## src/rtl/ripple_count_monitor_if.sv

```systemverilog
// Bus between the ripple counter consumer and its environment: counter input,
// snapshot handshake and status flags.
interface ripple_count_monitor_if #(
  parameter int unsigned ACC_W = 16
) ();
  logic [3:0]       cnt_in;
  logic             sample_req;
  logic             out_ready;
  logic             out_valid;
  logic [ACC_W-1:0] out_count;
  logic             acc_ovf;
  logic             req_drop;
  logic             locked;
  logic             stall;

  modport master (
    output cnt_in, sample_req, out_ready,
    input  out_valid, out_count, acc_ovf, req_drop, locked, stall
  );

  modport slave (
    input  cnt_in, sample_req, out_ready,
    output out_valid, out_count, acc_ovf, req_drop, locked, stall
  );
endinterface

```

## src/rtl/ripple_count_monitor.sv

```systemverilog
// Synchronises and filters a 4-bit ripple counter, extends it by modulo-16 delta
// accumulation and returns snapshots over valid/ready. Optional stall timer: RCM_TIMEOUT_EN.
module ripple_count_monitor #(
  parameter int unsigned ACC_W          = 16,
  parameter int unsigned STABLE_CYCLES  = 2,
  parameter int unsigned TIMEOUT_CYCLES = 1024
) (
  input logic                   clk,
  input logic                   rst,
  ripple_count_monitor_if.slave io_bus
);

  typedef enum logic [0:0] {StFill, StTrack} state_e;

  localparam logic [3:0] StableCnt = 4'(STABLE_CYCLES);

  logic [3:0]       r_s1, r_s2, r_cand, r_stab, r_base;
  logic [1:0]       r_fill;
  logic [ACC_W-1:0] r_acc, r_out_count;
  logic             r_out_valid, r_acc_ovf, r_req_drop, r_locked;
  state_e           r_state;

  logic             w_accept;
  logic [3:0]       w_delta;
  logic [ACC_W:0]   w_sum;
  logic             w_load, w_drop, w_stall;

  // The filter only runs once s2 holds a real sample, so the reset value of the
  // sync flops is never mistaken for a stable count.
  always_comb begin
    w_accept = 1'b0;
    if (r_fill[1]) begin
      if (r_s2 != r_cand) begin
        w_accept = (StableCnt == 4'd1);
      end else if (r_stab < StableCnt) begin
        w_accept = ((r_stab + 4'd1) == StableCnt);
      end
    end
  end

  // On an accept cycle the new candidate equals s2.
  assign w_delta = r_s2 - r_base;
  assign w_sum   = {1'b0, r_acc} + {{(ACC_W - 3){1'b0}}, w_delta};
  assign w_load  = io_bus.sample_req && (r_state == StTrack) &&
                   (!r_out_valid || io_bus.out_ready);
  assign w_drop  = io_bus.sample_req && !w_load;

  always_ff @(posedge clk or posedge rst) begin
    if (rst) begin
      r_s1        <= 4'd0;
      r_s2        <= 4'd0;
      r_fill      <= 2'b00;
      r_cand      <= 4'd0;
      r_stab      <= 4'd0;
      r_base      <= 4'd0;
      r_acc       <= '0;
      r_out_count <= '0;
      r_out_valid <= 1'b0;
      r_acc_ovf   <= 1'b0;
      r_req_drop  <= 1'b0;
      r_locked    <= 1'b0;
      r_state     <= StFill;
    end else begin
      r_s1   <= io_bus.cnt_in;
      r_s2   <= r_s1;
      r_fill <= {r_fill[0], 1'b1};

      if (r_fill[1]) begin
        if (r_s2 != r_cand) begin
          r_cand <= r_s2;
          r_stab <= 4'd1;
        end else if (r_stab < StableCnt) begin
          r_stab <= r_stab + 4'd1;
        end
      end

      case (r_state)
        StFill: begin
          if (w_accept) begin
            r_base   <= r_s2;
            r_locked <= 1'b1;
            r_state  <= StTrack;
          end
        end
        StTrack: begin
          if (w_accept) begin
            r_acc  <= w_sum[ACC_W-1:0];
            r_base <= r_s2;
            if (w_sum[ACC_W]) r_acc_ovf <= 1'b1;
          end
        end
        default: r_state <= StFill;
      endcase

      // Snapshot takes the pre-update accumulator when it coincides with an accept.
      if (w_load) begin
        r_out_count <= r_acc;
        r_out_valid <= 1'b1;
      end else if (r_out_valid && io_bus.out_ready) begin
        r_out_valid <= 1'b0;
      end

      if (w_drop) r_req_drop <= 1'b1;
    end
  end

`ifdef RCM_TIMEOUT_EN
  localparam int unsigned      TmrW   = $clog2(TIMEOUT_CYCLES + 1);
  localparam logic [TmrW-1:0]  TmrMax = TmrW'(TIMEOUT_CYCLES);

  logic [TmrW-1:0] r_tmr;
  logic            r_stall;

  always_ff @(posedge clk or posedge rst) begin
    if (rst) begin
      r_tmr   <= '0;
      r_stall <= 1'b0;
    end else if (r_state != StTrack || w_accept) begin
      r_tmr   <= '0;
      r_stall <= 1'b0;
    end else begin
      if (r_tmr != TmrMax) r_tmr <= r_tmr + TmrW'(1);
      if (r_tmr == TmrMax - TmrW'(1)) r_stall <= 1'b1;
    end
  end

  assign w_stall = r_stall;
`else
  assign w_stall = 1'b0;
`endif

  assign io_bus.out_valid = r_out_valid;
  assign io_bus.out_count = r_out_count;
  assign io_bus.acc_ovf   = r_acc_ovf;
  assign io_bus.req_drop  = r_req_drop;
  assign io_bus.locked    = r_locked;
  assign io_bus.stall     = w_stall;

endmodule

```

## src/flat_wrapper.sv

```systemverilog
// flat-port wrapper written by rule: the top's interface ports become plain ports
module ripple_count_monitor_flat 
#(
  parameter int unsigned ACC_W          = 16,
  parameter int unsigned STABLE_CYCLES  = 2,
  parameter int unsigned TIMEOUT_CYCLES = 1024
)
  (clk, rst, io_bus_cnt_in, io_bus_sample_req, io_bus_out_ready, io_bus_out_valid, io_bus_out_count, io_bus_acc_ovf, io_bus_req_drop, io_bus_locked, io_bus_stall);
  ripple_count_monitor_if #(.ACC_W(ACC_W)) io_bus_i ();
  input logic clk;
  input logic rst;
  input wire logic [$bits(io_bus_i.cnt_in)-1:0] io_bus_cnt_in;
  input wire logic [$bits(io_bus_i.sample_req)-1:0] io_bus_sample_req;
  input wire logic [$bits(io_bus_i.out_ready)-1:0] io_bus_out_ready;
  output wire logic [$bits(io_bus_i.out_valid)-1:0] io_bus_out_valid;
  output wire logic [$bits(io_bus_i.out_count)-1:0] io_bus_out_count;
  output wire logic [$bits(io_bus_i.acc_ovf)-1:0] io_bus_acc_ovf;
  output wire logic [$bits(io_bus_i.req_drop)-1:0] io_bus_req_drop;
  output wire logic [$bits(io_bus_i.locked)-1:0] io_bus_locked;
  output wire logic [$bits(io_bus_i.stall)-1:0] io_bus_stall;
  assign io_bus_i.cnt_in = io_bus_cnt_in;
  assign io_bus_i.sample_req = io_bus_sample_req;
  assign io_bus_i.out_ready = io_bus_out_ready;
  assign io_bus_out_valid = io_bus_i.out_valid;
  assign io_bus_out_count = io_bus_i.out_count;
  assign io_bus_acc_ovf = io_bus_i.acc_ovf;
  assign io_bus_req_drop = io_bus_i.req_drop;
  assign io_bus_locked = io_bus_i.locked;
  assign io_bus_stall = io_bus_i.stall;
  ripple_count_monitor #(.ACC_W(ACC_W), .STABLE_CYCLES(STABLE_CYCLES), .TIMEOUT_CYCLES(TIMEOUT_CYCLES)) u_core (.clk(clk), .rst(rst), .io_bus(io_bus_i));
endmodule
```

## config.mk

```make
export PLATFORM = sky130hd
export DESIGN_NAME = ripple_count_monitor_flat
export DESIGN_NICKNAME = d
export VERILOG_FILES = /design/src/rtl/ripple_count_monitor_if.sv /design/src/rtl/ripple_count_monitor.sv /design/src/flat_wrapper.sv
export SDC_FILE = /design/constraint.sdc
export NUM_CORES = 1
export LEC_CHECK = 0
export CORE_ASPECT_RATIO = 0.5
export CORE_UTILIZATION = 38
export DETAILED_ROUTE_END_ITERATION = 7
export SYNTH_ARGS = -nofsm -noshare
export SYNTH_HDL_FRONTEND = slang
export SYNTH_SLANG_ARGS = --single-unit
```

## constraint.sdc

```tcl
create_clock -name clk -period 3.8 [get_ports clk]
set_input_delay 0.76 -clock clk [delete_from_list [all_inputs] [get_ports clk]]
set_output_delay 0.76 -clock clk [all_outputs]
set_load 0.1 [all_outputs]
```

Word-level counts from Yosys, hierarchy flattened
Index checks and enable logic that the tools add are counted.
- output and inout bits: 21
- register bits: 59
- word-level logic and storage cells: 44
- input bits: 8
- multiplexer cells: 10
- $lt $le $gt $ge: 1
- add/sub/neg operators: 3
- bitwise operators: 1
- equal/unequal tests: 2
- reduce and logical (&&, ||, !) cells: 14
- operators by type and width (operator ; count):
    $add A16 B4 Y17 ; 1
    $mux W4 ; 3
    $reduce_and A2 Y1 ; 4
    $mux W1 ; 7
    $add A4 B1 Y4 const B ; 1
    $eq A4 B2 Y1 const B ; 1
    $logic_and A1 B1 Y1 ; 4
    $lt A4 B2 Y1 const B ; 1
    $ne A4 B4 Y1 ; 1
    $reduce_bool A2 Y1 ; 2
    $sub A4 B4 Y4 ; 1
    $reduce_and A3 Y1 ; 1
    $logic_not A1 Y1 ; 2
    $logic_or A1 B1 Y1 ; 1
    $not A1 Y1 ; 1

Depth between registers and ports, before layout
Gate-level depths: netlist (run 1).
- depth in word-level cells: 7
- mapped depth: 12
- gate-level depth less buffers: 12

Least setup slack after synthesis (run 1)
OpenSTA, ideal clock, no wires.
- path type: reg2reg
- start point: reg u_core.r_s2[0]
- end point: reg u_core.r_acc[14]
- period minus slack after synthesis: 2.665 ns
- buffers on the path: 0
- setup time: 0.123 ns
- required time: 3.677 ns
- cell stages (with the launch flop): 12
- slack: 1.135 ns
- data arrival time: 2.542 ns
- cells stage by stage: dfrtp_1 > inv_1 > ha_1 > inv_1 > fa_1 > inv_1 > fa_1 > nand2b_1 > o2bb2ai_1 > nor4_4 > nand4_1 > xnor2_1
- word-level cells in the longest chain between the ends: 4
- elaborated cells on any way between the ends: 6
- those cells by class: add/sub (2); eq/ne (1); mux (2); reduce/logical (1)
- RTL lines (element ; line ; text):
    start, declared ; ripple_count_monitor.sv:17 ; logic [3:0] r_s1, r_s2, r_cand, r_stab, r_base;
    start signal, assigned ; ripple_count_monitor.sv:65 ; r_s2 <= r_s1;
    branches (longest 4 deep; another with $add A16 B4 Y17) ; n/a ;
    end signal, assigned ; ripple_count_monitor.sv:87 ; r_acc <= w_sum[ACC_W-1:0];
    end, declared ; ripple_count_monitor.sv:19 ; logic [ACC_W-1:0] r_acc, r_out_count;
Several ways; the timed one is not identified.
A chain may end at the register's enable or synchronous reset.

Final worst setup path (run 1)
Same ends and word-level chain as after synthesis.

==> results of run 1 <==
==> area by class of cell <==
cell class | instances | area [sq um] | area share, %
Clock buffer | 11 | 253 | 7.64
Tap cell | 88 | 110 | 3.33
Multi-Input combinational cell | 129 | 1060 | 32.1
Sequential cell | 59 | 1480 | 44.6
Timing Repair Buffer | 29 | 285 | 8.62
Clock inverter | 5 | 75.1 | 2.27
Inverter | 13 | 48.8 | 1.47
==> cells by family (layout without fill, tap and decap cells) <==
| kind of cell | after synthesis | in the layout | synth area share [%] |
|---|---|---|---|
| adders and majority gates | 11 | 11 | 5.82 |
| DFF | 59 | 59 | 56.3 |
| xor gates and xnor gates | 22 | 22 | 7.35 |
| AOI/OAI and AO/OA | 22 | 22 | 5.20 |
| other | 2 | 2 | 0.286 |
| buffers and inverters | 18 | 58 | 3.24 |
| muxes | 22 | 22 | 9.45 |
| and+or+nand+nor | 50 | 50 | 12.4 |
==> sequential cells by signal (all words and copies together), names as in the netlist, 2 cells and up <==
| name | cells |
|---|---|
| u_core.io_bus.out_count | 16 |
| u_core.r_acc | 16 |
| u_core.r_base | 4 |
| u_core.r_cand | 4 |
| u_core.r_fill | 2 |
| u_core.r_s1 | 4 |
| u_core.r_s2 | 4 |
| u_core.r_stab | 4 |
==> worst register-to-register path, cell delays in order (launching register included) <==
cell and delay (ns):
dfrtp_1 0.40, inv_1 0.07, ha_1 0.13, inv_1 0.06
fa_1 0.51, inv_1 0.06, fa_1 0.42, nand2b_1 0.16
o2bb2ai_1 0.16, nor4_4 0.44, nand4_1 0.17, xnor2_1 0.15
==> worst paths after layout <==
path                                start                       to  slack (ns)  depth (start not counted)
min in group asynchronous             rst  u_core.io_bus.out_valid        0.75                          2
hold reg to reg            u_core.r_s1[1]           u_core.r_s2[1]        0.34                          0
setup / recovery           u_core.r_s2[0]         u_core.r_acc[14]        0.97                         11
setup reg to reg           u_core.r_s2[0]         u_core.r_acc[14]        0.97                         11
max in group asynchronous             rst           u_core.r_s1[0]        2.20                          3
hold / removal             u_core.r_s1[1]           u_core.r_s2[1]        0.34                          0
==> layout by cell type (no fill, tap or decap), types with 5 or more instances in the layout <==
cell              n
dfrtp_1          59
clkdlybuf4s50_1  27
mux2_2           22
nand2_1          17
xnor2_1          16
inv_1            12
o21ai_0           9
ha_1              9
clkbuf_16         9
nand4_1           6
xor2_1            6
nor2_1            5
==> power groups by stage <==
stage	registers [uW]	clock network (uW)	logic (uW)
CTS	776	891	663
global placement	781	0	646
floorplan	951	0	349
detailed placement	785	0	660
global route	788	922	718
finish	775	871	656
==> routing by layer <==
layer / vias up / track usage, % / routed length, um
met5: - / 0 / 0
met2: 24 / 21.4 / 1880
met4: 0 / 8.04 / 70
li1: 772 / - / -
met3: 10 / 5.64 / 158
met1: 776 / 17.4 / 2130
==> metrics by stage <==
step | total power (uW) | util [%] | std cells | cell area (sq um)
after floorplan | 1300 | - | 206 | 2620
after global placement | 1430 | 46.9 | 318 | 2980
after detailed placement | 1450 | 46.9 | 318 | 2980
after CTS | 2330 | 52.1 | 334 | 3310
after global routing | 2430 | 52.1 | 334 | 3310
final | 2300 | 52.1 | 334 | 3310
==> flow_summary.json, run 1 <==
{
  "cp_common_cell": "inv_1",
  "yosys-top-cells-area": "dfrtp_1 (56%), mux2_2 (9.4%), xnor2_1 (5.3%), ha_1 (4.3%), nand2_1 (2.4%)",
  "via_per_inst": 4.74,
  "power_frac_seq_pct": 33.6,
  "yosysTopAreaCellShare_pct": 56.3,
  "ys_top_cells_by_count": "dfrtp_1 (59), mux2_2 (22), nand2_1 (17)",
  "fin_crit_sh_pct": 74.4,
  "synth.net_count": 225,
  "ys_warn_count": 0,
  "crit_type": "flop to flop",
  "setup_viol": 0,
  "status": "finished clean",
  "fin_ws_ns": 0.973,
  "antenna_found_initial": 0,
  "synth.most_common_cell": "dfrtp_1",
  "drive_above_1_share_pct": 19.5,
  "cellLeakagePower_uw": 0.00151,
  "drt-pass1-iter-count": 4,
  "path_delay_family": "adder cells",
  "fin_setup_tns_ns": 0,
  "rsz0062_at_grt": "no",
  "die-width_um": 119,
  "port_buffers": 27,
  "grt_pass1_wl_um": 7460,
  "hold_path_class": "flop to flop",
  "cts.clk_slew.worst_paths_ns": 0.05,
  "hold_ws_ns": 0.344,
  "grt_max_degree": 42,
  "p_sw_share_pct": 32.7,
  "maxSlewHeadroom_pct": 34.8,
  "initial_utilization_pct": 41.3,
  "fillers": 578,
  "clockBufferDepth": 2,
  "layout.nets": 260,
  "rows": 20,
  "cp-start-kind": "flop",
  "max_freq_ghz": 0.354,
  "ir_drop_mv": 0.341,
  "cap_violations": 0,
  "synthCells": 206,
  "cts_tree": "yes",
  "clkPwrFrac_pct": 37.8,
  "h-tree-depth": 3,
  "synth-seq-cells": 59,
  "routabilityCongestion": 0.766,
  "cts.repair.resized": 0,
  "yosysUniqueCellTypes": 39,
  "cp_cell_sequence": "inv_1 > ha_1 > inv_1 > fa_1 > inv_1 > fa_1 > nand2b_1 > o2bb2ai_1 > nor4_4 > nand4_1 > xnor2_1",
  "grt_pass1_vias": 1641,
  "grt-ovfl-total": 0,
  "post_cts_buffers": 0,
  "comb_power_share_pct": 28.5,
  "drt_first_iter_violations": 53,
  "core_area_sq_mm": 0.00636,
  "ys_seq_area_share_pct": 56.3,
  "layout_min_cycle_time_ns": 2.83,
  "async_flop_share_pct": 100,
  "yosysTopAreaCell": "dfrtp_1",
  "worstMarginPinSlew_ns": 0.974,
  "grt_usage_pct": 14.0,
  "drc": 0,
  "dieArea_sq_mm": 0.00726,
  "cp-end-kind": "flop",
  "mappedNetlistArea_sq_mm": 0.00262,
  "clock_latency_ns": 0.33,
  "numCtsBuffers": 9,
  "cp.required_ns": 4.01,
  "slowest_delay_ns": 0.51,
  "vias": 1582,
  "drv_slew": 0,
  "crit_slowest_cell": "fa_1",
  "syn_avg_cell_area_sq_um": 12.7,
  "postRouteAntennaNets": 0,
  "place_ws_ns": 0.949,
  "power_density_mw_per_mm2": 696,
  "pin_count": 29,
  "hold_buffers": 0,
  "path_buf_inv": 3,
  "hpwlAfterDp_um": 3000,
  "ys.flop_type": "dfrtp_1",
  "hold_violations": 0,
  "root_buffer": "clkbuf_16",
  "synth_edf_count": 0,
  "area_growth_pct": 26.2,
  "clock-sinks": 59,
  "skew_ns": 0.00662,
  "p_int_uw": 1550,
  "switchingPower_uw": 753,
  "die_h_um": 60.7,
  "crit_fanout": 6,
  "wl_per_cell_um": 12.7,
  "routed_wl_um": 4230,
  "cp_data_arrival_time_ns": 3.04,
  "insertedDiodeCount": 0
}
No activity file was read; power rests on OpenSTA's default activity.
==> run 2: changes to the inputs <==
Clock period 3.8 ns to 2.8 ns, I/O delays scaled along.
==> flow_summary.json, run 2 (synthesized netlist as in run 1, its figures left out) <==
{
  "grt-ovfl-total": 0,
  "setup_viol": 0,
  "crit_type": "flop to flop",
  "initial_utilization_pct": 41.3,
  "cp-end-kind": "flop",
  "final_common_cell": "dfrtp_1",
  "routabilityCongestion": 0.763,
  "fin_crit_sh_pct": 94.8,
  "layout_min_cycle_time_ns": 2.65,
  "cap_violations": 0,
  "antenna_found_initial": 0,
  "status": "finished clean",
  "power_density_mw_per_mm2": 896,
  "vias": 1576,
  "grt_pass1_wl_um": 7230,
  "routed_wl_um": 4250,
  "p_total_uw": 2900,
  "placed_cells": 320,
  "seqCellArea_sq_mm": 0.00148,
  "grt_max_degree": 36,
  "h-tree-depth": 3,
  "insertedDiodeCount": 0,
  "pin_count": 29,
  "cp-start-kind": "flop",
  "multiInputGateArea_sq_mm": 0.00108,
  "ir_drop_mv": 0.386,
  "r2r_setup_slack_ns": 0.15,
  "max_freq_ghz": 0.377,
  "maxSlewHeadroom_pct": 63.8,
  "rsz0062_at_grt": "yes",
  "hold_path_class": "flop to flop",
  "fillers": 570,
  "root_buffer": "clkbuf_16",
  "port_buffers": 27,
  "grt_pass1_vias": 1565,
  "layout_common_cells": "dfrtp_1 (59), buf_4 (25), mux2_2 (22)",
  "clock_latency_ns": 0.32,
  "wl_per_cell_um": 12.8,
  "worstMarginPinSlew_ns": 0.542,
  "clock-sinks": 59,
  "cts.clk_slew.worst_paths_ns": 0.05,
  "fin_util_pct": 50.9,
  "drive_above_1_share_pct": 29.0,
  "postRouteAntennaNets": 0,
  "cp_data_arrival_time_ns": 2.86,
  "numCtsBuffers": 9,
  "skew_ns": 0.00281,
  "finalNonFillerCells": 333,
  "drt_first_iter_violations": 57,
  "drv_slew": 0,
  "drc": 0,
  "cellLeakagePower_uw": 0.00154,
  "cp.required_ns": 3.01,
  "area_growth_pct": 23.3,
  "drt-pass1-iter-count": 4,
  "hpwlAfterDp_um": 2950,
  "rows": 20,
  "core_area_sq_mm": 0.00636,
  "dieArea_sq_mm": 0.00726,
  "clockBufferDepth": 2,
  "die_h_um": 60.7,
  "hold_ws_ns": 0.344,
  "crit_fanout": 6,
  "hold_violations": 0,
  "grt_usage_pct": 14.0,
  "fin_setup_tns_ns": 0,
  "cts_tree": "yes",
  "die-width_um": 119,
  "via_per_inst": 4.73,
  "layout.nets": 264
}
## run 2: layout make-up
type | count | area share [%]
Clock inverter | 1 | 0.155
Tap cell | 88 | 3.40
Sequential cell | 59 | 45.6
Clock buffer | 10 | 7.39
Multi-Input combinational cell | 129 | 33.3
Timing Repair Buffer | 33 | 8.59
Inverter | 13 | 1.51
## run 2: timing repair
action | 4_1_cts | 5_1_grt
hold buffers | 0 | 0
gates cloned | 0 | 0
setup endpoints to repair | 1 | 3
resized for setup | 0 | 4
pin swaps | 1 | 4
buffers inserted | 0 | 2
## run 2: report_power, final
part           switching (uW)  leakage (uW)  internal (uW)
combinational             590      0.000641            328
clock                     332      0.000122            592
sequential               90.6      0.000772            965
total                    1010       0.00154           1880
## run 2: routing by layer
metal	GRT usage [%]	wire [um]	vias to the layer above
li1	-	-	774
met1	16.7	2090	758
met2	20.9	1860	36
met3	7.14	207	8
met4	8.39	89	0
met5	0	0	-
## run 2: worst paths after layout
check                                     endpoint  depth (start not counted)            from
min reg2reg                         u_core.r_s2[0]                          0  u_core.r_s1[0]
max                               u_core.r_acc[14]                         12  u_core.r_s2[0]
min                                 u_core.r_s2[0]                          0  u_core.r_s1[0]
max in group asynchronous  u_core.io_bus.out_valid                          3             rst
min in group asynchronous         u_core.r_stab[0]                          2             rst
max reg2reg                       u_core.r_acc[14]                         12  u_core.r_s2[0]
## run 2: critical path, stage by stage, from the launching register on
cell       delay [ns]
dfrtp_1          0.37
inv_1            0.06
ha_1             0.15
inv_2            0.05
fa_1             0.55
inv_1            0.06
fa_2             0.34
nand2b_4         0.15
o2bb2ai_2        0.13
nor4_4           0.24
buf_4            0.18
nand4_1          0.12
xnor2_1          0.15
## run 2: stage by stage
step | worst slack (ns) | area [sq um]
floorplan | 0.135 | 2620
global placement | 0.0397 | 2960
detailed placement | -0.0294 | 2960
CTS | 0.120 | 3200
global route | -0.0165 | 3230
finish | 0.147 | 3230
